**src/rtl/bcd_result_converter_pkg.sv**
```systemverilog
// Shared definitions for the binary-to-BCD result converter.
package bcd_result_converter_pkg;

  localparam int NUM_DIGITS = 3;
  localparam int BCD_W      = 4;

  typedef enum logic [1:0] {
    IDLE  = 2'd0,
    SHIFT = 2'd1,
    DONE  = 2'd2
  } state_e;

endpackage

```
**src/rtl/bcd_result_converter_add3.sv**
```systemverilog
// Double-dabble digit adjust: add 3 to a BCD digit that is 5 or more so the
// following left shift carries correctly into the next decimal digit.
module bcd_add3
  import bcd_result_converter_pkg::*;
(
  input  logic [BCD_W-1:0] digit_i,
  output logic [BCD_W-1:0] digit_o
);

  // Conditional +3 adjust ahead of the shift.
  always_comb begin
    digit_o = digit_i;
    if (digit_i >= BCD_W'(5)) digit_o = digit_i + BCD_W'(3);
  end

endmodule

```
**src/rtl/bcd_result_converter.sv**
```systemverilog
// Sequential binary-to-BCD converter for the calculator result. Captures
// magnitude and sign on start, runs one double-dabble step per clock and
// publishes three held BCD digits plus sign with a one-cycle done pulse.
module bcd_result_converter
  import bcd_result_converter_pkg::*;
#(
  parameter int BIN_W = 8
) (
  input  logic             clk,
  input  logic             reset_n,   // active-high despite the name
  input  logic             start,
  input  logic [BIN_W-1:0] bin_in,
  input  logic             sign_in,
  output logic             busy,
  output logic             done,
  output logic [3:0]       hundreds,
  output logic [3:0]       tens,
  output logic [3:0]       ones,
  output logic             sign_out
);

  localparam int BCD_BITS = NUM_DIGITS * BCD_W;
  localparam int SR_W     = BCD_BITS + BIN_W;
  localparam int CNT_W    = $clog2(BIN_W + 1);

  state_e            state_q, state_d;
  logic [SR_W-1:0]   sr_q, sr_d;
  logic [SR_W-1:0]   sr_adj, sr_shift;
  logic [CNT_W-1:0]  cnt_q, cnt_d;
  logic              sign_q, sign_d;
  logic [3:0]        hund_q, hund_d;
  logic [3:0]        tens_q, tens_d;
  logic [3:0]        ones_q, ones_d;
  logic              sout_q, sout_d;
  logic              last_shift;

  // Adjust each BCD field in the upper part of the shift register.
  for (genvar g = 0; g < NUM_DIGITS; g++) begin : g_adj
    bcd_add3 u_add3 (
      .digit_i (sr_q[BIN_W + g*BCD_W +: BCD_W]),
      .digit_o (sr_adj[BIN_W + g*BCD_W +: BCD_W])
    );
  end
  assign sr_adj[BIN_W-1:0] = sr_q[BIN_W-1:0];
  assign sr_shift          = {sr_adj[SR_W-2:0], 1'b0};
  assign last_shift        = (cnt_q == CNT_W'(BIN_W - 1));

  // Next-state and datapath control; outputs only change on the final shift.
  always_comb begin
    state_d = state_q;
    sr_d    = sr_q;
    cnt_d   = cnt_q;
    sign_d  = sign_q;
    hund_d  = hund_q;
    tens_d  = tens_q;
    ones_d  = ones_q;
    sout_d  = sout_q;
    unique case (state_q)
      IDLE: begin
        if (start) begin
          sr_d    = {{BCD_BITS{1'b0}}, bin_in};
          sign_d  = sign_in;
          cnt_d   = '0;
          state_d = SHIFT;
        end
      end
      SHIFT: begin
        sr_d  = sr_shift;
        cnt_d = cnt_q + CNT_W'(1);
        if (last_shift) begin
          hund_d  = sr_shift[BIN_W + 2*BCD_W +: BCD_W];
          tens_d  = sr_shift[BIN_W + BCD_W   +: BCD_W];
          ones_d  = sr_shift[BIN_W           +: BCD_W];
          // Nonzero digits are equivalent to a nonzero captured magnitude,
          // so negative zero is suppressed here.
          sout_d  = sign_q & (|sr_shift[SR_W-1:BIN_W]);
          state_d = DONE;
        end
      end
      DONE:    state_d = IDLE;
      default: state_d = IDLE;
    endcase
  end

  // State and result registers with asynchronous clear.
  always_ff @(posedge clk or posedge reset_n) begin
    if (reset_n) begin
      state_q <= IDLE;
      sr_q    <= '0;
      cnt_q   <= '0;
      sign_q  <= 1'b0;
      hund_q  <= '0;
      tens_q  <= '0;
      ones_q  <= '0;
      sout_q  <= 1'b0;
    end else begin
      state_q <= state_d;
      sr_q    <= sr_d;
      cnt_q   <= cnt_d;
      sign_q  <= sign_d;
      hund_q  <= hund_d;
      tens_q  <= tens_d;
      ones_q  <= ones_d;
      sout_q  <= sout_d;
    end
  end

  assign busy     = (state_q != IDLE);
  assign done     = (state_q == DONE);
  assign hundreds = hund_q;
  assign tens     = tens_q;
  assign ones     = ones_q;
  assign sign_out = sout_q;

endmodule
```
**config.mk**
```make
export PLATFORM = sky130hd
export DESIGN_NAME = bcd_result_converter
export DESIGN_NICKNAME = d
export VERILOG_FILES = /design/src/rtl/bcd_result_converter_pkg.sv /design/src/rtl/bcd_result_converter_add3.sv /design/src/rtl/bcd_result_converter.sv
export SDC_FILE = /design/constraint.sdc
export NUM_CORES = 1
export LEC_CHECK = 0
export CORE_ASPECT_RATIO = 0.75
export CORE_MARGIN = 2
export CORE_UTILIZATION = 56
export CTS_BUF_LIST = sky130_fd_sc_hd__clkbuf_4
export DETAILED_ROUTE_END_ITERATION = 16
export PLACE_DENSITY_LB_ADDON = 0.12
export SLEW_MARGIN = 40
export SYNTH_ARGS = -nofsm -noshare
export SYNTH_HDL_FRONTEND = slang
export SYNTH_HIERARCHICAL = 1
export SYNTH_SLANG_ARGS = --single-unit
```
**constraint.sdc**
```tcl
create_clock -name clk -period 2.5 [get_ports clk]
set_clock_uncertainty 0.05 [all_clocks]
set_input_delay 0.5 -clock clk [delete_from_list [all_inputs] [get_ports clk]]
set_output_delay 0.5 -clock clk [all_outputs]
set_load 0.005 [all_outputs]
```
Word-level counts from Yosys, hierarchy flattened. Cells that the tools add are included.

Flip-flop bits (word level): 40. Latch bits: 0. Memory bits (writable): 0. Memory bits (read-only): 0. Output and inout port bits: 15. Memories: 0.

$add $sub $neg: 4. Multipliers: 0. Divide/modulo/power cells: 0. Magnitude comparators: 3. Eq/ne operators: 5. Shift-type cells: 0. Multiplexer cells: 10. Bitwise logic cells: 1. Reduce and logical (&&, ||, !) cells: 8.

Operators by type and width (number): 20-bit case mux with 2 select lines (1); 20-bit two-way mux (1); 4-bit by 3-bit >= comparator with 1-bit output (second input constant) (3); 4-bit two-way mux (3); 12-bit OR reduction (1); 4-bit by 2-bit adder with 4-bit output (second input constant) (2); 4-bit case mux with 2 select lines (1); 2-bit AND reduction (4); 4-bit by 1-bit adder with 4-bit output (second input constant) (1); 4-bit by 3-bit == test with 1-bit output (second input constant) (1); 2-bit two-way mux (2); 2-bit inequality test (second input constant) (2); 2-bit case mux with 2 select lines (1); 2-bit nonzero test (2); 3-bit by 2-bit adder with 3-bit output (second input constant) (1); 3-bit two-way mux (1); 2-bit by 1-bit == test with 1-bit output (second input constant) (1); 2-bit == test (second input constant) (1); 2-bit zero test (1); 1-bit AND (1).

Depth between registers and ports, before layout. Gate-level depths: netlist (run 1).

Depth in word-level cells: 4. Gate-level depth with buffers: 8. Mapped depth without buffers: 8.

By module. Netlist (run 1), hierarchy kept.

By module, submodules not included: bcd_result_converter (times used 1, cells each 154, area each 1711.6 µm², seq. area each 1001.0 µm²); bcd_add3 (times used 3, cells each 16, area each 101.3 µm², seq. area each 0.0 µm²).

Worst setup path after synthesis (run 1). Ideal clock, no wire load.

Path kind: reg-to-reg. Start point: register sr_q[8]. End point: register sout_q (netlist: sign_out). Setup time: 125 ps. Arrival time: 1670 ps. Required time: 2325 ps. Slack: 655 ps. Cell stages (with the launch flop): 8. Cell sequence: dfrtp_1 ha_1 nand2b_1 a21oi_2 mux2i_1 nor4_1 a31oi_1 mux2_2.

Word-level cells in the longest chain between the ends: 4. Elaborated cells on any way between the ends: 5. Classes of those cells: add/sub (1); order compare (1); mux (1); bitwise (1); reduce/logical (1).

Ends and longest elaborated chain: start: declaration (line bcd_result_converter.sv:27) `logic [SR_W-1:0] sr_q, sr_d;`; start signal: assignment (line bcd_result_converter.sv:98) `sr_q <= sr_d;`; 4-bit by 2-bit adder with 4-bit output / 4-bit by 3-bit >= comparator with 1-bit output (equally long branches) (line bcd_result_converter_add3.sv:13) `if (digit_i >= BCD_W'(5)) digit_o = digit_i + BCD_W'(3);`; 4-bit two-way mux * (line bcd_result_converter_add3.sv:13); via sr_adj[9] (line bcd_result_converter.sv:28) `logic [SR_W-1:0] sr_adj, sr_shift;`; 12-bit OR reduction * (line bcd_result_converter.sv:76) `sout_d = sign_q & (|sr_shift[SR_W-1:BIN_W]);`; 1-bit AND * (line bcd_result_converter.sv:76); end signal: assignment (line bcd_result_converter.sv:104) `sout_q <= sout_d;`; end: declaration (line bcd_result_converter.sv:34) `logic sout_q, sout_d;`.

Mark *: on every way through the listed nets, which the timed path passes. The rest lies on a longest branch. A chain may end at the register's enable or synchronous reset.

Worst setup path after layout (run 1).
Start point: register sr_q[12]. End point: register sout_q (netlist: sign_out).

Same word-level chain as after synthesis.

==> results of run 1 <==
report_power, final:
part / internal, mW / switching [mW]
Sequential: 0.953 / 0.245
Clock: 0.209 / 0.226
Combinational: 0.777 / 0.809
Total: 1.94 / 1.28
sequential cells by signal, summed over array words and instances, names as in the netlist:
name,count
cnt_q,4
hundreds,4
ones,4
sign_out,1
sign_q,1
sr_q,20
state_q,2
tens,4
cell type report:
cell class              count  share of cell area, %
inverters                   8                   1.27
clock inverters             3                   1.80
multi-input cells         140                   38.2
repair buffers             31                   12.6
well taps                  40                   2.12
clock buffers               5                   1.59
flip-flops and latches     40                   42.4
per-stage QoR:
step	total power [mW]	hold slack (ns)
floorplan	2.28	0.417
global placement	2.68	0.432
detailed placement	2.79	0.447
CTS	3.22	0.471
global route	3.47	0.485
finish	3.22	0.466
worst max-delay path, cell delays in order (launching register included):
cell,delay [ns]
dfrtp_1,0.46
ha_1,0.23
nand2b_1,0.17
a21oi_2,0.22
mux2i_1,0.19
nor4_1,0.30
a31oi_1,0.13
mux2_2,0.27
per-layer routing:
metal,global-route usage (%),wire length (µm),vias up
li1,-,-,724
met1,29.5,1800,743
met5,0,0,-
met2,35.6,1980,42
met3,5.62,172,14
met4,8.47,103,0
final timing paths:
path	startpoint	depth (start not counted)	end	slack, ns
min	cnt_q[2]	1	cnt_q[2]	0.47
min reg2reg	cnt_q[2]	1	cnt_q[2]	0.47
max reg2reg	sr_q[12]	7	sign_out	0.38
min in group asynchronous	reset_n	3	sr_q[1]	0.50
max	sr_q[12]	7	sign_out	0.38
max in group asynchronous	reset_n	3	sr_q[15]	1.53
==> metrics, run 1 <==
status finished, final reports clean; layout cells sized above 1 between 10 and 15%; via count approximately 1500; Final Max Slew Viols 0; WS Path Type flip-flop to flip-flop; clock-pin slew on the worst setup and hold paths 0.13 ns; Cells after Synth between 150 and 200; Worst-Margin Slew approximately 0.52 ns; Non-Filler Instances 267; GRT Residual Overflow 0; GPL Wtd Cong roughly 0.78; Hold Crit Class flip-flop to flip-flop; Setup crit start kind flip-flop; Rows 18; Slew HR between 60% and 70%; FF/Latch Area ~1000 µm²; I/O Pins 27; Tmin final 2.12 ns; width of the die about 73 µm; pwr dens about 1400 nW/µm²; Max-Cap Viols 0; number of iterations in the first detailed-routing pass 4; post-route cell area between 2000 and 2500 µm²; Skew-Pair Late Insertion Delay 0.36 ns; # setup viols final 0; WP data required 2.71 ns; number of remaining DRC errors 0; clock sinks 40; Critical Path AT between 2 and 2.5 ns; area occupied by multi-input gates between 900 and 1000 µm²; vias in the first global route between 1500 and 2000; Synth Cell Area between 1500 and 2000 µm²; Area Growth Syn to Fin 18.2%; unrepaired setup endpoints after global routing false; DRC marker count from the first detailed-route iteration 133; Port Buf Inserts 26; first-pass GRT wire length approximately 7000 µm; dpl hpwl 2710 µm; drt wl/cell 15.2 µm; setup ws final between 0.3 and 0.4 ns; CTS HTree Levels 2; setup_tns 0 ns; DP Worst Slack about 0.34 ns; Crit Path Max Fanout 5; Final nets 245; Initial Util 59.5%; Synth Warn # 6; final critical-path share of the clock period between 80% and 90%; placed cell areas between 2000 and 2500 µm²; antenna cells 0; commonest non-fill, non-tap cell in the layout nand2_1; dpl cells approximately 260; TritonCTS clock tree done; largest net degree at the start of global routing 41; antenna violations before repair 0; Hold Buf Count CTS 0; CTS max path bufs 2; Hold Vio Cnt, Final 0; DIE HEIGHT about 56 µm; Die ar. 4060 µm²; leak pwr between 1 and 1.5 nW; Num CTS Buffers 5; CTS root buf clkbuf_4; postcts setup bufs 0; All-Layer GR Usage ~22%; most frequent cells in the layout nand2_1, dfrtp_1, clkdlybuf4s50_1; f_max 471 MHz; Syn Area/Cell approximately 10 µm²; DR vias/cell 5.70; Mapped Nets approximately 220; element type at the critical path end flip-flop; CTS resizes 0; Final ANT Viol Nets 0; Layout fillers 247; Total Routed Length 4050 µm; core box area 3360 µm²; VDD IR max 845 µV; post-layout util a little over two thirds
No activity file was read; power rests on OpenSTA's default activity.
==> inputs of run 2 (changes only) <==
==> constraint.sdc (replaced) <==
create_clock -name clk -period 2.1 [get_ports clk]
set_clock_uncertainty 0.05 [all_clocks]
set_input_delay 0.42 -clock clk [delete_from_list [all_inputs] [get_ports clk]]
set_output_delay 0.42 -clock clk [all_outputs]
set_load 0.005 [all_outputs]
==> metrics, run 2 (synthesized netlist as in run 1, its figures left out) <==
status finished, final reports clean; WS Path Type flip-flop to output port; number of iterations in the first detailed-routing pass 4; final critical-path share of the clock period between 90% and 100%; Rows 18; clock sinks 40; vias in the first global route approximately 1500; CTS max path bufs 2; largest net degree at the start of global routing a little over 40; WP data required approximately 1.6 ns; element type at the critical path end output port; number of remaining DRC errors 0; max reg flops 20; f_max 490 MHz; drt wl/cell 15.4 µm; Crit Path Max Fanout 7; All-Layer GR Usage 22.4%; pwr dens ~1700 nW/µm²; Critical path buffers and inverters 1; Port Buf Inserts 26; first-pass GRT wire length ~7000 µm; Worst-Margin Slew between 0.5 and 0.6 ns; FF/Latch Area 1000 µm²; Critical Path AT around 1.6 ns; setup ws final just under 0.06 ns; Slew HR between 60% and 70%; DR vias/cell 5.66; CTS root buf clkbuf_4; Cell Chain, Critical Path or2_2 > clkdlybuf4s50_1; Min Hold Slack approximately 0.4 ns; GPL Wtd Cong between 0.8 and 0.9; most frequent cells in the layout nand2_1, dfrtp_1, clkdlybuf4s50_1; Total Routed Length slightly above 4000 µm; placed cell areas around 2300 µm²; Final nets between 200 and 250; largest register by flop count sr_q; I/O Pins 27; width of the die approximately 73 µm; max incr delay on CP ~0.46 ns; Die ar. roughly 4100 µm²; DIE HEIGHT 55.7 µm; # setup viols final 0; CTS HTree Levels 2; area occupied by multi-input gates around 950 µm²; TritonCTS clock tree done; antenna violations before repair 0; Hold Crit Class input pin to async pin; via count between 1500 and 2000; GRT Residual Overflow 0; CP max-delay cell dfrtp_1; VDD IR max ~1000 µV; Skew-Pair Late Insertion Delay between 0.3 and 0.4 ns; dpl hpwl 2700 µm; post-route cell area approximately 2400 µm²; post-layout util about 72%; leak pwr roughly 1.1 nW; Initial Util 59.5%; core box area 3360 µm²; clock-pin slew on the worst setup and hold paths around 0.13 ns; Final Max Slew Viols 0; Setup crit start kind flip-flop; CP top delay family flip-flops; layout cells sized above 1 20.4%; Tmin final 2.04 ns; Hold Vio Cnt, Final 0; commonest non-fill, non-tap cell in the layout nand2_1; Num CTS Buffers 5; DP Worst Slack around 0.04 ns; Final ANT Viol Nets 0; Layout fillers 240; Area Growth Syn to Fin 21.9%; antenna cells 0; Max-Cap Viols 0; DRC marker count from the first detailed-route iteration 111
[run 2: repair_timing]
action | in CTS | in global routing
buffers inserted | 0 | 1
endpoints found under the setup margin | 0 | 1
resized for setup | 0 | 12
hold buffers | 0 | 0
[run 2: final timing paths]
| path | from | endpoint | slack, ns | cells past startpoint |
|---|---|---|---|---|
| min in group clk | cnt_q[2] | cnt_q[2] | 0.46 | 1 |
| max in group asynchronous | reset_n | sr_q[8] | 1.21 | 3 |
| hold reg to reg | cnt_q[2] | cnt_q[2] | 0.46 | 1 |
| setup reg to reg | sr_q[8] | sign_out | 0.11 | 8 |
| setup / recovery | state_q[1] | busy | 0.06 | 2 |
| hold / removal | reset_n | hundreds[3] | 0.41 | 3 |
[run 2: layout make-up]
type / count / share of cell area [%]
sequential: 40 / 41.3
multi-input combinational: 140 / 39.0
timing repair buffer: 34 / 13.2
tap: 40 / 2.06
clock buffer: 6 / 1.85
clock inverter: 2 / 1.44
inverter: 8 / 1.23
[run 2: layer usage]
metal | GRT usage [%] | share of wire, % | vias to the layer above
met5 | 0 | 0 | -
met4 | 9.26 | 1.6 | 0
met3 | 4.89 | 4.9 | 7
met2 | 35.8 | 48 | 49
met1 | 29.5 | 45 | 742
li1 | - | - | 729
[run 2: metrics by stage]
stage,cells,power [mW],TNS [ns]
after floorplan,198,2.71,0
after global placement,261,3.25,0
after detailed placement,261,3.37,0
after CTS,269,3.90,0
after global routing,270,4.38,-0.0398
final,270,4.07,0
[run 2: report_power, final]
| group | switching, mW | internal (mW) |
|---|---|---|
| Combinational | 1.03 | 1.07 |
| Sequential | 0.302 | 1.14 |
| Clock | 0.265 | 0.263 |
[run 2: worst register-to-register path, delay by kind of cell, from the launching register on]
| kind | cells | cell delay, ns |
|---|---|---|
| AOI/OAI and AO/OA | 2 | 0.30 |
| adders and majority gates | 1 | 0.22 |
| buffers and inverters | 1 | 0.08 |
| DFF | 1 | 0.47 |
| muxes | 2 | 0.39 |
| and+or+nand+nor | 2 | 0.38 |
